$ cat config.mk
export PLATFORM = sky130hd
export DESIGN_NAME = cic_dec_ctrl
export DESIGN_NICKNAME = d
export VERILOG_FILES = /design/src/rtl/cic_dec_ctrl.sv
export SDC_FILE = /design/constraint.sdc
export NUM_CORES = 1
export LEC_CHECK = 0
export BUFFER_PORTS_ARGS = -buffer_cell sky130_fd_sc_hd__buf_2
export CAP_MARGIN = 20
export CORE_ASPECT_RATIO = 1.1
export CORE_MARGIN = 3
export CORE_UTILIZATION = 45
export DETAILED_ROUTE_END_ITERATION = 12
export PLACE_DENSITY = 0.79
export SYNTH_ARGS = -nofsm -noshare
export SYNTH_HDL_FRONTEND = slang
export SYNTH_SLANG_ARGS = --single-unit
$ cat constraint.sdc
create_clock -name clk -period 1.8 [get_ports clk]
set_clock_uncertainty 0.05 [all_clocks]
set_input_delay 0.45 -clock clk [delete_from_list [all_inputs] [get_ports clk]]
set_output_delay 0.45 -clock clk [all_outputs]
set_load 0.01 [all_outputs]
$ cat src/rtl/cic_dec_ctrl.sv
`default_nettype none
// ----------------------------------------------------------------------------
// cic_dec_ctrl : rate-change, flush and start-up discard controller for a CIC
//                decimation filter.                              Rev 1.0
// ----------------------------------------------------------------------------
module cic_dec_ctrl #(
  parameter int N         = 3,
  parameter int BIN       = 12,
  parameter int BOUT      = 24,
  parameter int R_MAX     = 64,
  parameter int RW        = 7,
  parameter int FLUSH_CYC = 4
) (
  input  logic            clk,
  input  logic            rst_n,
  input  logic [RW-1:0]   cfg_rate,
  input  logic            cfg_valid,
  output logic            cfg_ready,
  output logic            cfg_err,
  input  logic [BIN-1:0]  s_data,
  input  logic            s_valid,
  output logic            s_ready,
  output logic            cic_clr,
  output logic [RW-1:0]   cic_rate,
  output logic [BIN-1:0]  cic_din,
  output logic            cic_din_valid,
  input  logic [BOUT-1:0] cic_dout,
  input  logic            cic_dout_valid,
  output logic [BOUT-1:0] m_data,
  output logic            m_valid,
  output logic            busy,
  output logic            locked
);

  localparam int FW = (FLUSH_CYC > 1) ? $clog2(FLUSH_CYC) : 1;
  localparam int DW = (N > 0) ? $clog2(N + 1) : 1;

  localparam logic [1:0] S_IDLE   = 2'd0;
  localparam logic [1:0] S_FLUSH  = 2'd1;
  localparam logic [1:0] S_SETTLE = 2'd2;
  localparam logic [1:0] S_RUN    = 2'd3;

  logic [1:0]      state_q,     state_d;
  logic [RW-1:0]   cic_rate_q,  cic_rate_d;
  logic [FW-1:0]   flush_cnt_q, flush_cnt_d;
  logic [DW-1:0]   disc_cnt_q,  disc_cnt_d;
  logic            cfg_err_q,   cfg_err_d;
  logic [BOUT-1:0] m_data_q,    m_data_d;
  logic            m_valid_q,   m_valid_d;
  logic            cfg_ready_q;
  logic            s_ready_q;
  logic            cic_clr_q;
  logic            busy_q;
  logic            locked_q;

  logic            cfg_acc;
  logic            rate_ok;

  assign cfg_acc = cfg_valid & cfg_ready_q;
  assign rate_ok = (cfg_rate >= RW'(2)) && (cfg_rate <= RW'(R_MAX));

  always_comb begin
    state_d     = state_q;
    cic_rate_d  = cic_rate_q;
    flush_cnt_d = flush_cnt_q;
    disc_cnt_d  = disc_cnt_q;
    cfg_err_d   = 1'b0;
    m_valid_d   = 1'b0;
    m_data_d    = m_data_q;

    case (state_q)
      S_FLUSH: begin
        if (flush_cnt_q == FW'(FLUSH_CYC - 1)) begin
          state_d    = S_SETTLE;
          disc_cnt_d = DW'(N);
        end else begin
          flush_cnt_d = flush_cnt_q + FW'(1);
        end
      end
      S_SETTLE: begin
        // Start-up transient: swallow N strobes, the last one included.
        if (cic_dout_valid) begin
          disc_cnt_d = (disc_cnt_q != '0) ? disc_cnt_q - DW'(1) : '0;
          if (disc_cnt_q <= DW'(1)) begin
            state_d = S_RUN;
          end
        end
      end
      S_RUN: begin
        if (cic_dout_valid) begin
          m_valid_d = 1'b1;
          m_data_d  = cic_dout;
        end
      end
      default: ;
    endcase

    // A legal rate request overrides the state progression above; the
    // RUN-state forwarding in the accept cycle is deliberately kept.
    if (cfg_acc) begin
      if (rate_ok) begin
        state_d     = S_FLUSH;
        cic_rate_d  = cfg_rate;
        flush_cnt_d = '0;
      end else begin
        cfg_err_d = 1'b1;
      end
    end
  end

  always_ff @(posedge clk or negedge rst_n) begin
    if (!rst_n) begin
      state_q     <= S_IDLE;
      cic_rate_q  <= '0;
      flush_cnt_q <= '0;
      disc_cnt_q  <= '0;
      cfg_err_q   <= 1'b0;
      m_data_q    <= '0;
      m_valid_q   <= 1'b0;
      cfg_ready_q <= 1'b1;
      s_ready_q   <= 1'b0;
      cic_clr_q   <= 1'b1;
      busy_q      <= 1'b0;
      locked_q    <= 1'b0;
    end else begin
      state_q     <= state_d;
      cic_rate_q  <= cic_rate_d;
      flush_cnt_q <= flush_cnt_d;
      disc_cnt_q  <= disc_cnt_d;
      cfg_err_q   <= cfg_err_d;
      m_data_q    <= m_data_d;
      m_valid_q   <= m_valid_d;
      // Control outputs are decoded from the next state so they are glitch-free flops.
      cfg_ready_q <= (state_d != S_FLUSH);
      s_ready_q   <= (state_d == S_SETTLE) || (state_d == S_RUN);
      cic_clr_q   <= (state_d == S_IDLE) || (state_d == S_FLUSH);
      busy_q      <= (state_d == S_FLUSH) || (state_d == S_SETTLE);
      locked_q    <= (state_d == S_RUN);
    end
  end

  assign cfg_ready     = cfg_ready_q;
  assign cfg_err       = cfg_err_q;
  assign s_ready       = s_ready_q;
  assign cic_clr       = cic_clr_q;
  assign cic_rate      = cic_rate_q;
  assign cic_din       = s_data;
  assign cic_din_valid = s_valid & s_ready_q;
  assign m_data        = m_data_q;
  assign m_valid       = m_valid_q;
  assign busy          = busy_q;
  assign locked        = locked_q;

endmodule
`default_nettype wire

## Word-level counts from Yosys, hierarchy flattened

Index checks and enable logic that the tools add are counted.

- Bits in registers: 44
- Bits in latches: 0
- RAM bits: 0
- Memory bits (read-only): 0
- Input bits: 48
- Output and inout port bits: 51
- Word-level logic and storage cells: 57
- Memories kept: 0

- $add $sub $neg: 2
- Multiply operators: 0
- Div/mod/pow operators: 0
- Order comparisons: 3
- Equality and inequality tests: 10
- Shift operators: 0
- Muxes and demuxes: 18
- Bitwise gates (word level): 2
- Reductions and logical operators: 10

Operators by type and width:

| kind | number |
|---|---|
| 2-bit two-way mux | 12 |
| 2-bit equality test (second input constant) | 5 |
| 2-bit case mux with 2 select lines | 2 |
| 7-bit by 2-bit greater-or-equal comparator with 1-bit output (second input constant) | 1 |
| 7-bit less-or-equal comparator (second input constant) | 1 |
| 2-bit by 1-bit equality test with 1-bit output (second input constant) | 2 |
| 1-bit two-way mux | 4 |
| 2-bit inequality test (second input constant) | 2 |
| 2-bit AND reduction | 2 |
| 2-bit nonzero test | 2 |
| 1-bit logical OR | 3 |
| 3-bit AND reduction | 1 |
| 2-bit by 1-bit adder with 2-bit output (second input constant) | 1 |
| 1-bit bitwise AND | 2 |
| 2-bit by 1-bit less-or-equal comparator with 1-bit output (second input constant) | 1 |
| 2-bit logical NOT | 1 |
| 2-bit by 1-bit inequality test with 1-bit output (second input constant) | 1 |
| 2-bit by 1-bit subtractor with 2-bit output (second input constant) | 1 |
| 1-bit logical AND | 1 |

## Depth between registers and ports, before layout

Gate-level depths: netlist (run 1).

- Depth in word-level cells: 8
- Gate-level depth with buffers: 8
- Mapped depth without buffers: 7

## Least setup slack after synthesis (run 1)

Ideal clock, no wire load.

- Kind: in2reg
- From: input port cfg_rate[1]
- To: register busy_q, in the netlist busy
- Setup time: 113 ps
- Arrival: 1,680 ps
- Data required time: 1,637 ps
- Path slack: -43 ps
- Stages: 6
- Path buffers: 0
- Cells stage by stage: nor3_2 a211oi_2 a31oi_4 o311ai_0 ha_1 inv_1

- Word-level cells in the longest chain between the ends: 6
- Elaborated cells on any way between the ends: 8
- Those cells by class: order compare: 2; eq/ne: 2; mux: 2; reduce/logical: 2

RTL lines:

| element | RTL line | text |
|---|---|---|
| start, declared | 16 | `input logic [RW-1:0] cfg_rate,` |
| 7-bit by 2-bit greater-or-equal comparator with 1-bit output or 7-bit less-or-equal comparator (tied branches) | 60 | `assign rate_ok = (cfg_rate >= RW'(2)) && (cfg_rate <= RW'(R_MAX));` |
| 1-bit logical AND (*) | 60 |  |
| 2-bit two-way mux (*) | 101 | `if (rate_ok) begin` |
| 2-bit two-way mux (*) | 100 | `if (cfg_acc) begin` |
| 2-bit by 1-bit equality test with 1-bit output or 2-bit equality test (tied branches) | 137 | `busy_q <= (state_d == S_FLUSH) \|\| (state_d == S_SETTLE);` |
| 1-bit logical OR (*) | 137 |  |
| end signal, assigned | 137 |  |
| end, declared | 53 | `logic busy_q;` |

Every way passes the cells marked *; elsewhere a longest branch is shown, timed or not.
A chain may end at the register's enable or synchronous reset.

## Worst setup path in the final report (run 1)

- From: register state_q[0]
- To: register busy_q, in the netlist busy

- Word-level cells in the longest chain between the ends: 7
- Elaborated cells on any way between the ends: 11
- Those cells by class: eq/ne: 4; mux: 6; reduce/logical: 1

RTL lines:

| element | RTL line | text |
|---|---|---|
| start, declared | 43 | `logic [1:0] state_q, state_d;` |
| start signal, assigned | 126 | `state_q <= state_d;` |
| 2-bit two-way mux | 84 | `if (disc_cnt_q <= DW'(1)) begin` |
| 2-bit two-way mux | 82 | `if (cic_dout_valid) begin` |
| 2-bit case mux with 2 select lines (*) | 71 | `case (state_q)` |
| 2-bit two-way mux | 101 |  |
| 2-bit two-way mux (*) | 100 |  |
| 2-bit by 1-bit equality test with 1-bit output or 2-bit equality test (tied branches) | 137 |  |
| 1-bit logical OR (*) | 137 |  |

Marks and branches as above.

==> results.txt, run 1 <==
* Power density over the cells: 1490 mW/mm^2
- Summing all placed instances gives a cell area of 0.00232 mm^2.
* Starting utilization of the core area: 0.475
* Final wirelength: 3910 um
- The number of clock buffers added by TritonCTS is 5.
- # Max-Cap Violations: 0
* Average via count per standard cell: 4.95
- Leakage power summed over all cells: 1.31 nW
- For flop-to-flop paths, the worst setup slack is 0.1 ns.
- In the routed design, unresolved DRC markers number 0.
- Via Count: around 1400
* Die Width: about 68 um
- The die covers 0.00510 mm^2.
* Startpoint of the worst-slack reg-to-reg timing path: state_q[0]
- Synthesis-stage register bit count: 43
- Worst min path class: primary input to async pin
* Detail-routed net length per standard cell: 14.3 um
- Tot GR Track Use: 0.158
- The worst setup path is launched from a flip-flop.
- Traced cell by cell, the critical path runs through ha_2, nor2_1, a21oi_1, o21ai_1, ha_1, inv_1.
- Pre-CTS setup slack: -0.109 ns
* Maximum number of buffers from clock root to sink: 2
- During placement, the flow inserted port buffers numbering 74.
- Endpoint of the most critical register-to-register path: busy
- Fin crit period: about 1.7 ns
* Synthesized cell area: between 0.0015 and 0.002 mm^2
- The average instance in the mapped netlist occupies 13.1 um^2.
- Hold Buf Count CTS: 0
- Leaving out fill and tap cells, the most frequent cells in the layout are 74 x sky130_fd_sc_hd__buf_2, 41 x sky130_fd_sc_hd__dfrtp_1, 24 x sky130_fd_sc_hd__mux2_2, 9 x sky130_fd_sc_hd__a21oi_1, 8 x sky130_fd_sc_hd__nand2_1.
- Grt total ovfl: 0
- RSZ-0062 raised after global routing: false
- CP Max Fanout: 6
- Including well taps, the total number of placed cells is 265.
- The floorplan step set the die height to between 70 and 80 um.
- The pre-antenna-repair detailed-routing pass consisted of 4 iterations.
- H-tree levels: 2
* Number of violations reported at the end of detailed-routing iteration 0: 60
* Tightest hold margin: 0.161 ns
* Status: finished clean
- Maximum ir drop on the vdd rail: 407 uV
- Total number of placement rows: 24
* Least-Margin Pin Slew: 0.532 ns
- Final antenna diode count: 0
- When the netlist entered floorplanning its net count stood at between 200 and 250.
- Design Area, Final: 0.00244 mm^2
* Maximum frequency from static timing analysis: around 600 MHz
* Final number of hold-violating endpoints: 0
* Slowest cell on the critical path: sky130_fd_sc_hd__dfrtp_1
- Share of the clock period used by the worst path after layout: 0.947
* Final worst setup slack: about 0.096 ns
* Endpoint arrival time on the critical path: about 1.9 ns
- 99 I/O pins were placed.
- The number of antenna violations at the first check in global routing came to 0.
- Layout cell share with drive strength beyond 1: 0.597
- Leaving out fill and tap cells, the most frequent cell in the layout is sky130_fd_sc_hd__buf_2.
- Worst-skew pair later-pin latency: ~0.3 ns
- TritonCTS sink count: 43
* Area growth, synth to finish: 26.8%
- TritonCTS built the clock tree.
- Clock-pin slew was measured on the worst setup and hold paths at 0.08 ns.
* Buffering stage count on the worst path with inverters included: 1
- Critical Path RT: 1.95 ns
* Critical path's top delay family: adder cells
* Vias in the first global route: 1306
- The first global-routing pass estimated 5950 um of wire.
- Floorplan core area: ~0.004 mm^2
- Synthesis produced a netlist whose cell count is roughly 150.
- Cell depth of the worst flop-to-flop path: 6
- The share of the Yosys chip area taken by registers is 0.560.
- Clock tree synthesis selected as its root buffer the cell sky130_fd_sc_hd__clkbuf_8.
- Total power of the final layout: 3.62 mW
- Type of element capturing the critical path: flip-flop
- Setup violations remaining at the end of the flow were counted as 0.
- Category of the most critical setup path: flip-flop to flip-flop
* Final #Nets: 274
- During synthesis, Yosys emitted a total of 0 warnings.
- In this run the remaining antenna-violating nets after routing total 0.
* Non-filler cells, final: 273
- Placer Congestion: 0.780
- Synthesis instantiated 30 different standard cells from the library.
* Worst stage delay on the critical path: between 0.4 and 0.5 ns
- The critical path starts at state_q[0].
- Entering global routing, the biggest net connects 44 pins.
- The max-slew violation count came to 0.
- Slew HR: 0.645
* DP Wirelength: ~3000 um
==> cells in the mapped netlist, drive strengths merged <==
library cell | n | area share
o32a | 1 | 0.0052
o311a | 1 | 0.0059
a21oi | 10 | 0.026
dfrtp | 41 | 0.53
dfstp | 2 | 0.027
clkbuf | 1 | 0.0019
ha | 6 | 0.039
a31oi | 2 | 0.014
o311ai | 2 | 0.0091
a31o | 2 | 0.0091
nor2 | 6 | 0.012
nor3 | 3 | 0.010
a21o | 1 | 0.0039
or2 | 1 | 0.0033
a211oi | 2 | 0.010
and3b | 1 | 0.0052
o21ai | 4 | 0.010
nand3 | 1 | 0.0026
nand2 | 8 | 0.016
inv | 5 | 0.0098
nor2b | 1 | 0.0033
buf | 15 | 0.056
and2 | 2 | 0.0072
mux2 | 29 | 0.18
==> metrics by stage <==
| stage | utilization | setup TNS [ns] |
|---|---|---|
| after detailed placement | 0.573 | -0.581 |
| final | 0.602 | 0 |
| after floorplan | - | 0 |
| after CTS | 0.600 | 0 |
| after global routing | 0.602 | 0 |
| after global placement | 0.573 | -0.350 |
==> how the worst max path moves through the flow <==
| stage | cells past startpoint | end | slack (ns) |
|---|---|---|---|
| floorplan | 6 | busy | 0.002 |
| global placement | 6 | cic_rate[3] | -0.07 |
| detailed placement | 6 | cic_rate[2] | -0.11 |
| CTS | 6 | busy | 0.05 |
| global route | 6 | busy | 0.01 |
| finish | 6 | busy | 0.1 |
==> timing repair <==
item / CTS / global route
endpoints found under the setup margin: 0 / 1
buffers inserted: 0 / 0
resized for setup: 0 / 3
==> layout make-up <==
type	count	area, um^2
inverter	5	18.8
tap	52	65.1
sequential	43	1080
clock inverter	3	43.8
fill	327	1610
timing repair buffer	82	443
multi-input combinational	83	722
clock buffer	5	68.8
==> sequential cells by signal (all words and copies together), names as in the netlist, 2 cells and up <==
name	count
disc_cnt_q	2
m_data	24
flush_cnt_q	2
cic_rate	7
==> where the power goes <==
group | internal (mW) | leakage (nW) | switching, mW
Combinational | 0.677 | 0.707 | 0.629
Sequential | 1.36 | 0.543 | 0.210
Clock | 0.413 | 0.0581 | 0.337
Total | 2.45 | 1.31 | 1.18
==> cells by family after synthesis <==
kind of cell | synth area share
AOI/OAI and AO/OA | 0.0943
muxes | 0.179
adders and majority gates | 0.0390
and+or+nand+nor | 0.0592
DFF | 0.560
buffers and inverters | 0.0676
==> metal layers <==
metal,vias up,routed length (um),track usage
met5,-,0,0
met4,0,74,0.0773
met3,5,424,0.0619
met2,62,1900,0.264
met1,633,1520,0.174
li1,651,-,-
(Power assumes the default switching activity.)
==> inputs of run 2 (changes only) <==
--- a/config.mk
+++ b/config.mk
@@ -11,7 +11,7 @@
 export CORE_MARGIN = 3
 export CORE_UTILIZATION = 45
 export DETAILED_ROUTE_END_ITERATION = 12
-export PLACE_DENSITY = 0.79
+export PLACE_DENSITY = 0.82
 export SYNTH_ARGS = -nofsm -noshare
 export SYNTH_HDL_FRONTEND = slang
 export SYNTH_SLANG_ARGS = --single-unit
==> run 2 against run 1 <==
Against the previous run: critical path depth is 1 higher; sequential share of layout area down 0.18 points; global-route usage decreased by 1.7 points; combinational power hardly changed; die area is the same; design area increased by 0.41%; worst hold slack got worse by 0.12 ns; sequential power hardly changed; register-to-register slack better by 0.02 ns; clock power shrank 22%; critical path type unchanged; highest routed layer unchanged.
==> results.txt, run 2 (synthesized netlist as in run 1, its figures left out) <==
- The flow ran to the end, and the final reports show no timing, DRC or antenna violations.
* Placer Congestion: slightly below 0.8
- Gates resized during post-CTS repair numbered 0.
- Including well taps, the total number of placed cells is 267.
* Share of the clock period used by the worst path after layout: 0.934
- DP Wirelength: approximately 3000 um
- The clock drives 43 sinks.
* Vias in the first global route: 1285
- The register with the most flip-flops in the layout has 24 of them.
* Final antenna diode count: 0
* Worst-skew pair later-pin latency: approximately 0.29 ns
- The path class of the tightest hold or removal check is primary input to async pin.
- Number of violations reported at the end of detailed-routing iteration 0: 74
- After clock tree synthesis, the clock-pin slew on the worst setup and hold paths is 0.08 ns.
- The total area inside the core boundary comes to 0.00405 mm^2.
- Starting utilization of the core area: 0.475
- Area used by multi-input combinational logic: 732 um^2
- Fin util: 0.604
- The root buffer cell chosen for the clock tree is sky130_fd_sc_hd__clkbuf_8.
- Buffers added on ports: 74
- Tightest hold margin: ~0.043 ns
* Launching element type of the critical path: flip-flop
* Fin crit period: about 1.7 ns
- Summing all flip-flop and latch instances after layout gives 0.00108 mm^2.
- Setup slack on the critical path of the routed design comes to 0.120 ns.
* Number of setup violations in the final report: 0
- Clock tree synthesis inserted a total of 5 buffers.
- Before CTS, the worst setup slack after placement is -0.0272 ns.
- Detail-routed net length per standard cell: 13.5 um
- The area growth from synthesis to layout is 27.3%.
- Most frequent cells in the layout: 74 x sky130_fd_sc_hd__buf_2, 41 x sky130_fd_sc_hd__dfrtp_1, 24 x sky130_fd_sc_hd__mux2_2, 9 x sky130_fd_sc_hd__a21oi_1
* H-tree levels: 2
* Least-Margin Pin Slew: 0.439 ns
* Layout cell share with drive strength beyond 1: 0.596
- Endpoint arrival time on the critical path: about 1.8 ns
- Count of antenna-violating nets left after detailed routing: 0
* Clock tree from TritonCTS: done
- Maximum number of buffers from clock root to sink: 2
- Category of the most critical setup path: flip-flop to flip-flop
- Die Outline Area: 0.00510 mm^2
- CP Max Fanout: 5
- After detailed routing, the number of remaining DRC violations is 0.
- Design Area, Final: approximately 0.0024 mm^2
- Die Width: 68.4 um
* Antenna violations before repair: 0
- Power spread over the standard cell area amounts to 1420 mW/mm^2.
- The routed layout has 1375 vias.
- Counting the fill cells in the layout gives 316.
- The worst setup path is captured at a flip-flop.
* Setup repair bufs after CTS: 0
* Number of pins exceeding their max-slew limit in the final report: 0
- The total overflow left after global routing is 0.
* Non-filler cells, final: approximately 280
* Die Y: 74.6 um
- Tot GR Track Use: 0.142
- Final number of hold-violating endpoints: 0
* Leakage power summed over all cells: 1.31 nW
* Maximum ir drop on the vdd rail: around 370 uV
- The tool flagged a number of max-cap violations equal to 0.
* Area of placed instances: 0.00235 mm^2
- The pre-antenna-repair detailed-routing pass consisted of 4 iterations.
* Critical Path RT: 1.94 ns
- Final #Nets: 276
* Io pins: 99
* Total power of the final layout: 3.47 mW
- Buffers inserted to repair hold after CTS numbered 0.
* Total number of placement rows: 24
- The first global-routing pass estimated roughly 5400 um of wire.
- Maximum frequency from static timing analysis: 595 MHz
- Maximum number of pins on one net before global-route repair: 26
- After detailed routing, the total wire length is 3710 um.
- Final TNS setup: 0 ns
* Leading cell type in the layout, fill and taps excluded: sky130_fd_sc_hd__buf_2
* Average via count per standard cell: 5.00
- Headroom to the max-slew limit came out at 0.707.
run 2: changes by cell type in the layout (fill, tap and decap cells not counted), sizes merged:
| cell | previous run | this run |
|---|---|---|
| buf | 82 | 84 |
| bufinv | 1 | 0 |
| clkbuf | 5 | 6 |
| clkinv | 2 | 1 |
| clkinvlp | 0 | 1 |
run 2: routing by layer:
metal  vias to the layer above  share of wire  global-route usage
met5                         -              0                   0
met4                         0          0.026              0.0751
met3                        16          0.074              0.0393
met2                        46           0.53               0.252
met1                       661           0.37               0.150
li1                        652              -                   -
run 2: layout make-up:
type	instances	share of cell area
tap	52	0.0266
timing repair buffer	84	0.192
clock inverter	2	0.00511
inverter	5	0.00766
multi-input combinational	83	0.299
clock buffer	6	0.0296
sequential	43	0.440
run 2: where the power goes:
| part | internal [mW] | total, mW | switching (mW) | leakage, nW |
|---|---|---|---|---|
| registers | 1.36 | 1.57 | 0.209 | 0.543 |
| clock network | 0.271 | 0.582 | 0.311 | 0.0412 |
| logic | 0.695 | 1.32 | 0.625 | 0.723 |
run 2: final timing paths:
check | cells after the start | slack, ns | start | end
setup / recovery | 7 | 0.12 | state_q[0] | busy
setup reg to reg | 7 | 0.12 | state_q[0] | busy
max in group asynchronous | 2 | 1.19 | rst_n | m_data[1]
hold reg to reg | 1 | 0.46 | cic_rate[0] | cic_rate[0]
min in group clk | 2 | 0.33 | cic_dout[18] | m_data[18]
hold / removal | 1 | 0.04 | rst_n | cic_rate[4]
run 2: critical path: stages, from the launching register on:
cell	delay [ns]
sky130_fd_sc_hd__dfrtp_1	0.46
sky130_fd_sc_hd__inv_1	0.11
sky130_fd_sc_hd__ha_1	0.23
sky130_fd_sc_hd__a21oi_1	0.06
sky130_fd_sc_hd__o21ai_1	0.20
sky130_fd_sc_hd__o311ai_1	0.14
sky130_fd_sc_hd__ha_1	0.29
sky130_fd_sc_hd__inv_1	0.03
